## src/rtl/winograd_pkg.sv

```systemverilog
// rtl/winograd_pkg.sv - shared constants, loader state encoding and tiling helper for the Winograd F(4x4,3x3) datapath.
package winograd_pkg;

    localparam int TILE       = 6;
    localparam int STEP       = 4;
    localparam int WORD_W     = 16;
    localparam int TILE_WORDS = TILE * TILE;

    typedef enum logic [1:0] {
        ST_IDLE,
        ST_LOAD,
        ST_FLUSH,
        ST_HOLD
    } loader_state_e;

    function automatic int tiles_per_dim(input int img, input int pad);
        return (img + 2 * pad - TILE) / STEP + 1;
    endfunction

endpackage

```

## src/rtl/act_tile_addr_gen.sv

```systemverilog
// rtl/act_tile_addr_gen.sv - word/tile counters with registered read address and pad flag for the tile loader.
module act_tile_addr_gen
    import winograd_pkg::*;
#(
    parameter int IMG_W  = 32,
    parameter int IMG_H  = 32,
    parameter int ADDR_W = 10,
    parameter int PAD    = 0
) (
    input  logic              clk,
    input  logic              rst_n,
    input  logic              init,
    input  logic              clear,
    input  logic              step,
    input  logic              next_tile,
    input  logic [ADDR_W-1:0] act_base,
    output logic [ADDR_W-1:0] addr,
    output logic              word_pad,
    output logic [2:0]        tile_x,
    output logic [2:0]        tile_y,
    output logic              last_word,
    output logic              last_tile
);

    localparam int NX = tiles_per_dim(IMG_W, PAD);
    localparam int NY = tiles_per_dim(IMG_H, PAD);
    localparam logic [2:0] TILE_LAST = 3'(TILE - 1);
    localparam logic [2:0] NX_LAST   = 3'(NX - 1);
    localparam logic [2:0] NY_LAST   = 3'(NY - 1);

    logic [ADDR_W-1:0] base_q, base_d;
    logic [ADDR_W-1:0] addr_q, addr_d;
    logic [2:0]        r_q, r_d, c_q, c_d;
    logic [2:0]        tx_q, tx_d, ty_q, ty_d;
    logic              pad_q, pad_d;
    int                row, col;

    // Address and pad flag are computed from the next counter values so that
    // both are registered and line up with the word the counters point at.
    always_comb begin
        base_d = base_q;
        r_d    = r_q;
        c_d    = c_q;
        tx_d   = tx_q;
        ty_d   = ty_q;
        if (init) begin
            base_d = act_base;
            r_d    = 3'd0;
            c_d    = 3'd0;
            tx_d   = 3'd0;
            ty_d   = 3'd0;
        end else if (clear) begin
            r_d  = 3'd0;
            c_d  = 3'd0;
            tx_d = 3'd0;
            ty_d = 3'd0;
        end else if (step) begin
            if (c_q == TILE_LAST) begin
                c_d = 3'd0;
                r_d = (r_q == TILE_LAST) ? 3'd0 : r_q + 3'd1;
            end else begin
                c_d = c_q + 3'd1;
            end
        end else if (next_tile) begin
            if (tx_q == NX_LAST) begin
                tx_d = 3'd0;
                ty_d = (ty_q == NY_LAST) ? 3'd0 : ty_q + 3'd1;
            end else begin
                tx_d = tx_q + 3'd1;
            end
        end

        row    = int'(ty_d) * STEP + int'(r_d) - PAD;
        col    = int'(tx_d) * STEP + int'(c_d) - PAD;
        addr_d = base_d + ADDR_W'(row * IMG_W + col);
        pad_d  = (row < 0) || (row >= IMG_H) || (col < 0) || (col >= IMG_W);
    end

    always_ff @(posedge clk or negedge rst_n) begin
        if (!rst_n) begin
            base_q <= '0;
            addr_q <= '0;
            r_q    <= 3'd0;
            c_q    <= 3'd0;
            tx_q   <= 3'd0;
            ty_q   <= 3'd0;
            pad_q  <= 1'b0;
        end else begin
            base_q <= base_d;
            addr_q <= addr_d;
            r_q    <= r_d;
            c_q    <= c_d;
            tx_q   <= tx_d;
            ty_q   <= ty_d;
            pad_q  <= pad_d;
        end
    end

    assign addr      = addr_q;
    assign word_pad  = pad_q;
    assign tile_x    = tx_q;
    assign tile_y    = ty_q;
    assign last_word = (r_q == TILE_LAST) && (c_q == TILE_LAST);
    assign last_tile = (tx_q == NX_LAST) && (ty_q == NY_LAST);

endmodule

```

## src/rtl/act_tile_loader.sv

```systemverilog
// rtl/act_tile_loader.sv - 6x6 activation tile loader FSM and tile handshake; ACT_ZERO_PAD_EN adds a 1-word zero border and pad_zero.
module act_tile_loader
    import winograd_pkg::*;
#(
    parameter int IMG_W  = 32,
    parameter int IMG_H  = 32,
    parameter int ADDR_W = 10
) (
    input  logic              clk,
    input  logic              rst_n,
    input  logic              start,
    input  logic              abort,
    input  logic [ADDR_W-1:0] act_base,
    output logic              mem_rd_en,
    output logic [ADDR_W-1:0] mem_rd_addr,
    output logic              shift_en,
    output logic              tile_valid,
    input  logic              tile_ready,
    output logic [2:0]        tile_x,
    output logic [2:0]        tile_y,
    output logic              last_tile,
    output logic              busy,
`ifdef ACT_ZERO_PAD_EN
    output logic              pad_zero,
`endif
    output logic              done
);

`ifdef ACT_ZERO_PAD_EN
    localparam int PAD = 1;
`else
    localparam int PAD = 0;
`endif

    loader_state_e state_q, state_d;
    logic shift_en_q, shift_en_d;
    logic tile_valid_q, tile_valid_d;
    logic last_tile_q, last_tile_d;
    logic busy_q, busy_d;
    logic done_q, done_d;
    logic init, clear, step, next_tile;
    logic word_pad, last_word, tile_last;

    act_tile_addr_gen #(
        .IMG_W (IMG_W),
        .IMG_H (IMG_H),
        .ADDR_W(ADDR_W),
        .PAD   (PAD)
    ) u_addr_gen (
        .clk      (clk),
        .rst_n    (rst_n),
        .init     (init),
        .clear    (clear),
        .step     (step),
        .next_tile(next_tile),
        .act_base (act_base),
        .addr     (mem_rd_addr),
        .word_pad (word_pad),
        .tile_x   (tile_x),
        .tile_y   (tile_y),
        .last_word(last_word),
        .last_tile(tile_last)
    );

    always_comb begin
        state_d   = state_q;
        init      = 1'b0;
        clear     = 1'b0;
        step      = 1'b0;
        next_tile = 1'b0;
        done_d    = 1'b0;
        case (state_q)
            ST_IDLE: begin
                if (start) begin
                    init    = 1'b1;
                    state_d = ST_LOAD;
                end
            end
            ST_LOAD: begin
                step = 1'b1;
                if (last_word) begin
                    state_d = ST_FLUSH;
                end
            end
            ST_FLUSH: begin
                state_d = ST_HOLD;
            end
            ST_HOLD: begin
                if (tile_ready) begin
                    next_tile = 1'b1;
                    if (tile_last) begin
                        state_d = ST_IDLE;
                        done_d  = 1'b1;
                    end else begin
                        state_d = ST_LOAD;
                    end
                end
            end
            default: state_d = ST_IDLE;
        endcase

        // abort wins over everything, including a handshake in the same cycle
        if (abort) begin
            state_d   = ST_IDLE;
            clear     = 1'b1;
            init      = 1'b0;
            step      = 1'b0;
            next_tile = 1'b0;
            done_d    = 1'b0;
        end

        shift_en_d   = (state_d == ST_LOAD);
        tile_valid_d = (state_d == ST_HOLD);
        last_tile_d  = (state_d == ST_HOLD) && tile_last;
        busy_d       = (state_d != ST_IDLE);
    end

    always_ff @(posedge clk or negedge rst_n) begin
        if (!rst_n) begin
            state_q      <= ST_IDLE;
            shift_en_q   <= 1'b0;
            tile_valid_q <= 1'b0;
            last_tile_q  <= 1'b0;
            busy_q       <= 1'b0;
            done_q       <= 1'b0;
        end else begin
            state_q      <= state_d;
            shift_en_q   <= shift_en_d;
            tile_valid_q <= tile_valid_d;
            last_tile_q  <= last_tile_d;
            busy_q       <= busy_d;
            done_q       <= done_d;
        end
    end

`ifdef ACT_ZERO_PAD_EN
    logic pad_zero_q, pad_zero_d;

    // Delayed one cycle so it lines up with the read data of the same word.
    always_comb begin
        pad_zero_d = shift_en_q & word_pad;
    end

    always_ff @(posedge clk or negedge rst_n) begin
        if (!rst_n) begin
            pad_zero_q <= 1'b0;
        end else begin
            pad_zero_q <= pad_zero_d;
        end
    end

    assign pad_zero = pad_zero_q;
`endif

    assign mem_rd_en  = shift_en_q & ~word_pad;
    assign shift_en   = shift_en_q;
    assign tile_valid = tile_valid_q;
    assign last_tile  = last_tile_q;
    assign busy       = busy_q;
    assign done       = done_q;

endmodule

```

## config.mk

```make
export PLATFORM = sky130hd
export DESIGN_NAME = act_tile_loader
export DESIGN_NICKNAME = d
export VERILOG_FILES = /design/src/rtl/winograd_pkg.sv /design/src/rtl/act_tile_addr_gen.sv /design/src/rtl/act_tile_loader.sv
export SDC_FILE = /design/constraint.sdc
export NUM_CORES = 1
export LEC_CHECK = 0
export ABC_AREA = 1
export BUFFER_PORTS_ARGS = -buffer_cell sky130_fd_sc_hd__clkbuf_2
export CORE_MARGIN = 5
export CORE_UTILIZATION = 60
export DETAILED_ROUTE_END_ITERATION = 10
export MAX_ROUTING_LAYER = met4
export PLACE_DENSITY = 0.94
export SLEW_MARGIN = 10
export SYNTH_ARGS = -nofsm -noshare
export SYNTH_HDL_FRONTEND = slang
export SYNTH_SLANG_ARGS = --single-unit
export TNS_END_PERCENT = 10
```

## constraint.sdc

```tcl
create_clock -name clk -period 5.35 [get_ports clk]
set_input_delay 0.535 -clock clk [delete_from_list [all_inputs] [get_ports clk]]
set_output_delay 0.535 -clock clk [all_outputs]
set_load 0.02 [all_outputs]
```

# After elaboration in Yosys (flattened, before gate mapping)
# Index checks and enable logic that the tools add are counted.
# classes
add_sub_neg,8
multipliers,0
div_mod_pow,0
order_cmp,4
eq_ne,9
shifts,0
mux,40
n_bitwise,2
reduce_logical,8
# op_table
operator,count
$mux W3,20
$ge A32 B7 Y1 const B,1
$lt A32 B1 Y1 const B,1
$add A10 B10 Y10,2
$mux W1,14
$add A3 B1 Y3 const B,4
$add A5 B3 Y6,2
$eq A3 B3 Y1 const B,4
$mux W10,1
$mux W2,4
$pmux W2 S4,1
$eq A2 B2 Y1 const B,3
$ge A6 B6 Y1 const B,1
$lt A6 B1 Y1 const B,1
$eq A2 B1 Y1 const B,2
$logic_and A1 B1 Y1,3
$logic_or A1 B1 Y1,3
$logic_not A2 Y1,1
$reduce_bool A2 Y1,1
$and A1 B1 Y1,1
$not A1 Y1,1
# totals
reg_bits,40
latch_bits,0
ramBits,0
mem_bits_ro,0
inputBits,15
output_inout_bits,22
wordCells,84
mem_count,0

# Depth between registers and ports, before layout
# Gate-level depths: netlist of the first run.
# logic_depth
depth_word,12
depth_mapped,19
mapped_depth_nobuf,19

# Cells and area by module
# From an unflattened synthesis of the first run, not the netlist that was laid out.
# hier_totals
hier_cells,263
hier_area_um2,2272.2
# by_module_without_submodules
module,instances,cells_per_inst,area_each_um2,seq_area_each_um2
act_tile_addr_gen,1,228,1945.6,825.8
act_tile_loader,1,35,326.6,175.2

# Least setup slack after synthesis of the first run
# Ideal clock, no wire load.
# synth_timing
path_type,input to register
from,in tile_ready
to,"reg u_addr_gen.addr_q[9], in the netlist u_addr_gen.addr[9]"
setup_time_ps,116
arrival_ps,2824
required_ps,5234
path_slack_ps,2410
stages,17
path_buffers,0
cell_sequence,nand3_2 nor2_4 inv_2 nor2_1 o21ai_0 o21ai_0 nor3_1 ha_1 ha_1 ha_1 ha_1 nand2_1 or2_2 nand3_1 inv_1 nand2_1 nand2_1
# synth_via
elab_chain_cells,10
word_cells_on_any_way,15
cone_classes,4 x add/sub; 11 x mux
# synth_lines
item,line,text
from (decl),act_tile_loader.sv:18,"input logic tile_ready,"
$mux W1,act_tile_loader.sv:89,if (tile_ready) begin
$mux W1,act_tile_loader.sv:72,case (state_q)
$mux W1,act_tile_loader.sv:103,if (abort) begin
$mux W3,act_tile_addr_gen.sv:64,end else if (next_tile) begin
$mux W3,act_tile_addr_gen.sv:57,end else if (step) begin
$mux W3,act_tile_addr_gen.sv:52,end else if (clear) begin
$mux W3,act_tile_addr_gen.sv:46,if (init) begin
net u_addr_gen.ty_d[0],act_tile_addr_gen.sv:34,"logic [2:0] tx_q, tx_d, ty_q, ty_d;"
$add A5 B3 Y6,act_tile_addr_gen.sv:73,row = int'(ty_d) * STEP + int'(r_d) - PAD;
$add A10 B10 Y10 (2 in a row),act_tile_addr_gen.sv:75,addr_d = base_d + ADDR_W'(row * IMG_W + col);
net u_addr_gen.addr_d[9],act_tile_addr_gen.sv:32,"logic [ADDR_W-1:0] addr_q, addr_d;"
to (signal assigned),act_tile_addr_gen.sv:90,addr_q <= addr_d;
to (decl),act_tile_addr_gen.sv:32,
# The timed path passes the listed nets, and every way through them passes these cells.

# Worst setup path after layout of the first run
# layout_timing
from,reg state_q[1]
to,"reg u_addr_gen.addr_q[9], in the netlist u_addr_gen.addr[9]"
# layout_via
elab_chain_cells,10
word_cells_on_any_way,28
cone_classes,4 x add/sub; 2 x eq/ne; 21 x mux; 1 x reduce/logical
# layout_lines
item,line,text
from (decl),act_tile_loader.sv:35,"loader_state_e state_q, state_d;"
from (signal assigned),act_tile_loader.sv:127,state_q <= state_d;
$eq A2 B2 Y1,act_tile_loader.sv:72,
$mux W1,act_tile_loader.sv:72,
$mux W1,act_tile_loader.sv:103,
$mux W3,act_tile_addr_gen.sv:64,
$mux W3,act_tile_addr_gen.sv:57,
$mux W3,act_tile_addr_gen.sv:52,
$mux W3 *,act_tile_addr_gen.sv:46,
net u_addr_gen.ty_d[0],act_tile_addr_gen.sv:34,
$add A5 B3 Y6 *,act_tile_addr_gen.sv:73,
$add A10 B10 Y10 * (2 in a row),act_tile_addr_gen.sv:75,
net u_addr_gen.addr_d[9],act_tile_addr_gen.sv:32,
# The timed path passes the listed nets; every way through them passes the cells marked *.

==> flow_metrics.env, run 1 <==
export IMPL_seq_area_frac_synth_pct=46.1
export IMPL_synth_fa_ha_area_share_pct=13.4
export IMPL_syn_inst=241
export IMPL_synth_simple_area_share_pct=24.1
export IMPL_via_per_inst=5.34
export IMPL_tightest_slew_ns=0.957
export IMPL_p_leak_nw=1.40
export IMPL_synth_mux_area_fraction_pct=0
export IMPL_yosys_area_top_type="dfrtp_1"
export IMPL_setup_tns_ns=0
export IMPL_grt_pass1_vias=1898
export IMPL_netlist_top_cells_area="dfrtp_1, ha_1, nand2_1"
export IMPL_ys_ff_latch=40
export IMPL_post_cts_buffers=0
export IMPL_grt_use_met2_pct=36.5
export IMPL_yosys_warnings=0
export IMPL_synth_top_family_by_area="simple AND/OR/NAND/NOR gates"
export IMPL_routabilityCongestion=0.915
export IMPL_grt_use_total_pct=21.2
export IMPL_nNetsFinal=320
export IMPL_layout_commonest_cell="nand2_1"
export IMPL_final_cell_mix="nand2_1, dfrtp_1, clkbuf_2"
export IMPL_final_area_sq_um=2460
export IMPL_max_cap_viol_count=0
export IMPL_die_h_um=70.2
export IMPL_outcome="completed"
export IMPL_rows=21
export IMPL_sw_frac_of_total_pct=32.6
export IMPL_grt_pass1_wl_um=8210
export IMPL_grt_use_met1_pct=24.9
export IMPL_die_w_um=70.2
export IMPL_wirelength_um=4650
export IMPL_core_sq_um=3420
export IMPL_antenna_found_initial=0
export IMPL_postCtsHoldBufs=0
export IMPL_fin_crit_sh_pct=61.6
export IMPL_wl_per_cell_um=14.1
export IMPL_first_pass_iters=4
export IMPL_cts_resized_gates=0
export IMPL_fill_cells=265
export IMPL_critical_path_class="reg2reg"
export IMPL_area_growth_pct=13.4
export IMPL_stdcell_count=330
export IMPL_slew_headroom_pct=36.2
export IMPL_cts_buffer_depth=2
export IMPL_synthesis_area_sq_um=2170
export IMPL_ant_nets=0
export IMPL_finalHoldViolCount=0
export IMPL_numCtsBuffers=5
export IMPL_drive_above_1_share_pct=24.3
export IMPL_initial_core_util_pct=63.6
export IMPL_syn_avg_cell_area_sq_um=9.01
export IMPL_arrival_ns=3.57
export IMPL_synth_xor_area_share_pct=3.63
export IMPL_place_hpwl_um=3650
export IMPL_ff_latch_area_sq_um=1000
export IMPL_ys_types=29
export IMPL_hp_class="in2async"
export IMPL_multi_input_comb_area_sq_um=1050
export IMPL_die_area_sq_um=4920
export IMPL_slew_violations=0
export IMPL_setup_worst_path_end_class="flip-flop"
export IMPL_powerDensity_nw_per_um2=257
export IMPL_io_buffer_count=36
export IMPL_vias=1761
export IMPL_met3_usage_pct=4.59
export IMPL_antenna_cells=0
export IMPL_ir_drop_mv=0.194
export IMPL_worst_setup_path_start_kind="flip-flop"
export IMPL_fin_crit_ns=3.30
export IMPL_intPower_uw=427
export IMPL_pwr_share_comb_pct=20.6
export IMPL_root_buffer="clkbuf_4"
export IMPL_worstPathMaxFanout=12
export IMPL_power_share_clock_pct=25.4
export IMPL_finalSetupViolCount=0
export IMPL_fmax_mhz=303
export IMPL_pwr_share_seq_pct=54.0
export IMPL_worst_clock_skew_ns=0.00591
export IMPL_rsz0062_at_grt="no"
export IMPL_clkLatencyLatePin_ns=0.36
export IMPL_worstPathRequired_ns=5.62
export IMPL_drc_errors=0
export IMPL_grt_max_degree=41
export IMPL_grt_ovfl_total=0
export IMPL_ios=37
export IMPL_cts_tree="built"
export IMPL_htreeDepth=2
export IMPL_synth_top_area_share_pct=46.1
export IMPL_postPlaceCellArea_sq_um=2400
export IMPL_dp_cells=322
export IMPL_drt_initial_drc_count=138
export IMPL_clock_sinks=40
export IMPL_synth_compound_area_share_pct=7.43
export IMPL_clk_pin_slew_ns=0.13
export IMPL_switchingPower_uw=206
export IMPL_top_usage_layer="met2"
export IMPL_syn_nets=278
==> cell usage after synthesis, drive strengths merged <==
| master | instances |
|---|---|
| a21o | 2 |
| a21oi | 13 |
| a31oi | 1 |
| buf | 1 |
| clkinv | 1 |
| dfrtp | 40 |
| fa | 2 |
| ha | 20 |
| inv | 28 |
| nand2 | 64 |
| nand3 | 21 |
| nand4 | 4 |
| nor2 | 20 |
| nor3 | 2 |
| nor3b | 1 |
| o211ai | 1 |
| o21ai | 10 |
| or2 | 1 |
| xnor2 | 3 |
| xor2 | 6 |
==> final cells by class <==
class,instances,share of cell area [%]
Clock buffer,5,1.52
Clock inverter,3,0.965
Inverter,29,4.42
Multi-Input combinational cell,171,42.8
Sequential cell,40,40.6
Tap cell,46,2.34
Timing Repair Buffer,36,7.31
==> flip-flops by register name, summed over array words and instances (netlist names) <==
signal,flops
u_addr_gen.addr,10
u_addr_gen.base_q,10
u_addr_gen.c_q,3
u_addr_gen.r_q,3
u_addr_gen.tile_x,3
u_addr_gen.tile_y,3
state_q,2
busy,1
done,1
last_tile,1
shift_en,1
tile_valid,1
u_addr_gen.word_pad,1
==> worst max-delay path, cell delays in order (launching register included) <==
cell and delay (ns):
dfrtp_1 0.44, nor2_2 0.26, nand3_2 0.33, inv_2 0.30, nor3_1 0.12, ha_1 0.23
ha_1 0.27, ha_1 0.29, ha_1 0.36, nand2_1 0.09, or2_2 0.29, nand3_1 0.10
inv_1 0.04, nand2_1 0.05, nand2_1 0.04
==> kinds of logic after synthesis <==
logic type	Yosys count
adders and majority gates	22
DFF	40
buffers and inverters	30
and+or+nand+nor	113
AOI/OAI and AO/OA	27
xor gates and xnor gates	9
==> final timing paths <==
| kind | from | end | slack [ns] | depth (start not counted) |
|---|---|---|---|---|
| max | state_q[1] | u_addr_gen.addr[9] | 2.05 | 14 |
| min | rst_n | tile_valid | 0.31 | 1 |
| max reg2reg | state_q[1] | u_addr_gen.addr[9] | 2.05 | 14 |
| min reg2reg | u_addr_gen.base_q[4] | u_addr_gen.base_q[4] | 0.50 | 2 |
| max in group asynchronous | rst_n | u_addr_gen.base_q[9] | 4.46 | 1 |
| min in group clk | act_base[7] | u_addr_gen.base_q[7] | 0.40 | 3 |
==> power by group through the flow <==
stage	combinational [mW]	sequential, mW	clock, mW
6_report	0.131	0.342	0.161
5_1_grt	0.147	0.345	0.173
2_1_floorplan	0.0643	0.367	0
4_1_cts	0.132	0.342	0.162
3_5_place_dp	0.130	0.348	0
3_3_place_gp	0.125	0.347	0
==> layer usage <==
layer / up-vias / routed length [um]
met5: - / 0
met4: 0 / 61
met3: 8 / 230
met2: 56 / 2380
met1: 828 / 1980
li1: 869 / -
==> metrics by stage <==
step	total power [mW]	setup slack (ns)	hold slack (ns)	util (%)
6_report	0.633	2.05	0.305	72.1
5_1_grt	0.666	1.84	0.377	72.1
4_1_cts	0.636	2.03	0.336	72.1
3_5_place_dp	0.478	1.94	0.474	70.3
3_3_place_gp	0.472	1.97	0.466	70.3
2_1_floorplan	0.431	2.41	0.239	-
No activity file was read; power rests on OpenSTA's default activity.
==> run 2: changes to the inputs <==
Settings changed: CORE_UTILIZATION 60 to 50, PLACE_DENSITY 0.94 to 0.85.
Clock period 5.35 ns to 2.7 ns, I/O delays scaled along.
==> run 2 against run 1 <==
Effect of this change: the run now ends with setup timing left; maximum frequency is 14% higher; sequential cell count stayed put; routed wire length is 27% higher; clock power grew to 2.7 times the previous value.
==> flow_metrics.env, run 2 (same netlist as run 1, synthesis figures left out) <==
export IMPL_outcome="complete, but fails checks"
export IMPL_violations="setup timing"
export IMPL_grt_pass1_wl_um=9670
export IMPL_routabilityCongestion=0.888
export IMPL_clock_sinks=40
export IMPL_slew_headroom_pct=33.0
export IMPL_antenna_cells=0
export IMPL_tightest_slew_ns=1.01
export IMPL_vias=1970
export IMPL_ir_drop_mv=0.365
export IMPL_wirelength_um=5910
export IMPL_setup_tns_ns=-0.714
export IMPL_wl_per_cell_um=15.8
export IMPL_grt_max_degree=41
export IMPL_critPathLaunch="state_q[0]"
export IMPL_fin_crit_ns=2.90
export IMPL_worstReg2RegEnd="u_addr_gen.addr[9]"
export IMPL_stdcell_count=374
export IMPL_worstPathMaxFanout=5
export IMPL_finalSetupViolCount=5
export IMPL_grt_ovfl_total=0
export IMPL_sw_frac_of_total_pct=31.0
export IMPL_crit_chain="buf_4, nand2_4, nor2_4, a31oi_2, o21ai_1, inv_1, ha_4, ha_4, xor2_2, ha_1, ha_4, nand3_2, nand3_2, nand4_1, nand3_2, inv_1, nand2_1, nand2_1"
export IMPL_postCtsHoldBufs=0
export IMPL_r2r_start="state_q[0]"
export IMPL_grt_pass1_vias=2129
export IMPL_final_util_pct=71.5
export IMPL_cpLargestDelayFamily="adder cells"
export IMPL_final_cell_mix="nand2_1, buf_4, clkbuf_2"
export IMPL_cts_tree="built"
export IMPL_drt_initial_drc_count=104
export IMPL_critical_path_class="reg2reg"
export IMPL_clk_pin_slew_ns=0.09
export IMPL_area_growth_pct=41.4
export IMPL_cts_buffer_depth=2
export IMPL_rsz0062_at_grt="yes"
export IMPL_setup_worst_path_end="u_addr_gen.addr[9]"
export IMPL_numCtsBuffers=5
export IMPL_fin_crit_sh_pct=107
export IMPL_p_leak_nw=1.60
export IMPL_antenna_found_initial=0
export IMPL_intPower_mw=1.01
export IMPL_initial_core_util_pct=50.6
export IMPL_switchingPower_uw=453
export IMPL_dp_cells=357
export IMPL_via_per_inst=5.27
export IMPL_reg2reg_slack_ns=-0.20
export IMPL_clkLatencyLatePin_ns=0.31
export IMPL_cp_slowest_cell="dfrtp_2"
export IMPL_fin_ws_ns=-0.198
export IMPL_core_sq_um=4290
export IMPL_powerDensity_nw_per_um2=476
export IMPL_ios=37
export IMPL_slew_violations=0
export IMPL_worstPathRequired_ns=2.90
export IMPL_die_h_um=75.9
export IMPL_cp_depth=18
export IMPL_place_hpwl_um=3900
export IMPL_grt_use_total_pct=21.5
export IMPL_drc_errors=0
export IMPL_setup_worst_path_end_class="flip-flop"
export IMPL_arrival_ns=3.09
export IMPL_fmax_mhz=345
export IMPL_max_cap_viol_count=0
export IMPL_die_area_sq_um=5760
export IMPL_ant_nets=0
export IMPL_hp_class="in2async"
export IMPL_htreeDepth=2
export IMPL_power_share_clock_pct=29.9
export IMPL_first_pass_iters=5
export IMPL_worst_clock_skew_ns=0.00669
export IMPL_io_buffer_count=36
export IMPL_nNetsFinal=358
export IMPL_pre_cts_ws_ns=-0.266
export IMPL_pwr_share_comb_pct=23.6
export IMPL_root_buffer="clkbuf_8"
export IMPL_worstRegToRegCells=18
export IMPL_drive_above_1_share_pct=45.3
export IMPL_worst_setup_path_start_kind="flip-flop"
export IMPL_layout_commonest_cell="nand2_1"
export IMPL_rows=24
export IMPL_p_total_mw=1.46
export IMPL_finalHoldViolCount=0
export IMPL_die_w_um=75.9
export IMPL_pwr_share_seq_pct=46.5
export IMPL_cp_num_buf_inv=3
export IMPL_cp_slowest_stage_delay_ns=0.46
run 2: changes by cell type in the layout (fill, tap and decap cells not counted), moves of 4 or more:
cell	before	now
a21oi_1	12	7
a21oi_2	1	5
buf_4	0	37
clkbuf_4	5	0
clkbuf_8	0	6
dfrtp_1	40	35
dfrtp_2	0	5
ha_1	20	8
ha_4	0	10
nand3_1	17	11
nand3_2	4	8
run 2: power groups by stage:
stage	logic, mW	registers, mW	clock network (mW)
after global routing	0.381	0.686	0.465
after CTS	0.338	0.679	0.439
after floorplan	0.147	0.727	0
final	0.344	0.679	0.437
after global placement	0.308	0.687	0
after detailed placement	0.316	0.689	0
run 2: final cells by class:
class / instances / area, sq um
multi-input cells: 171 / 1310
fillers: 290 / 1220
flip-flops and latches: 40 / 1010
repair buffers: 74 / 478
inverters: 29 / 111
clock buffers: 6 / 82.6
well taps: 52 / 65.1
clock inverters: 2 / 15.0
run 2: timing repair:
action,CTS,global route
endpoints found under the hold margin,0,0
pin swaps,12,8
gates resized for setup,28,7
setup endpoints to repair,6,6
setup buffers,3,6
run 2: per-layer routing:
metal | share of wire [%] | GRT usage [%] | vias to the layer above
li1 | - | - | 944
met1 | 40 | 23.1 | 940
met2 | 52 | 36.7 | 70
met3 | 5.3 | 5.21 | 16
met4 | 3.4 | 10.5 | 0
met5 | 0 | - | -
run 2: stage by stage:
step	hold slack (ns)	cell area (sq um)
global placement	0.462	2750
detailed placement	0.469	2750
CTS	0.148	3000
global route	0.202	3070
floorplan	-0.0256	2280
finish	0.120	3070
run 2: how the worst min path moves through the flow:
stage | cells past startpoint | end | slack, ns | startpoint
2_1_floorplan | 0 | busy | -0.03 | rst_n
3_3_place_gp | 2 | u_addr_gen.base_q[0] | 0.46 | u_addr_gen.base_q[0]
3_5_place_dp | 2 | u_addr_gen.base_q[1] | 0.47 | u_addr_gen.base_q[1]
4_1_cts | 1 | tile_valid | 0.15 | rst_n
5_1_grt | 1 | busy | 0.20 | rst_n
6_report | 1 | busy | 0.12 | rst_n
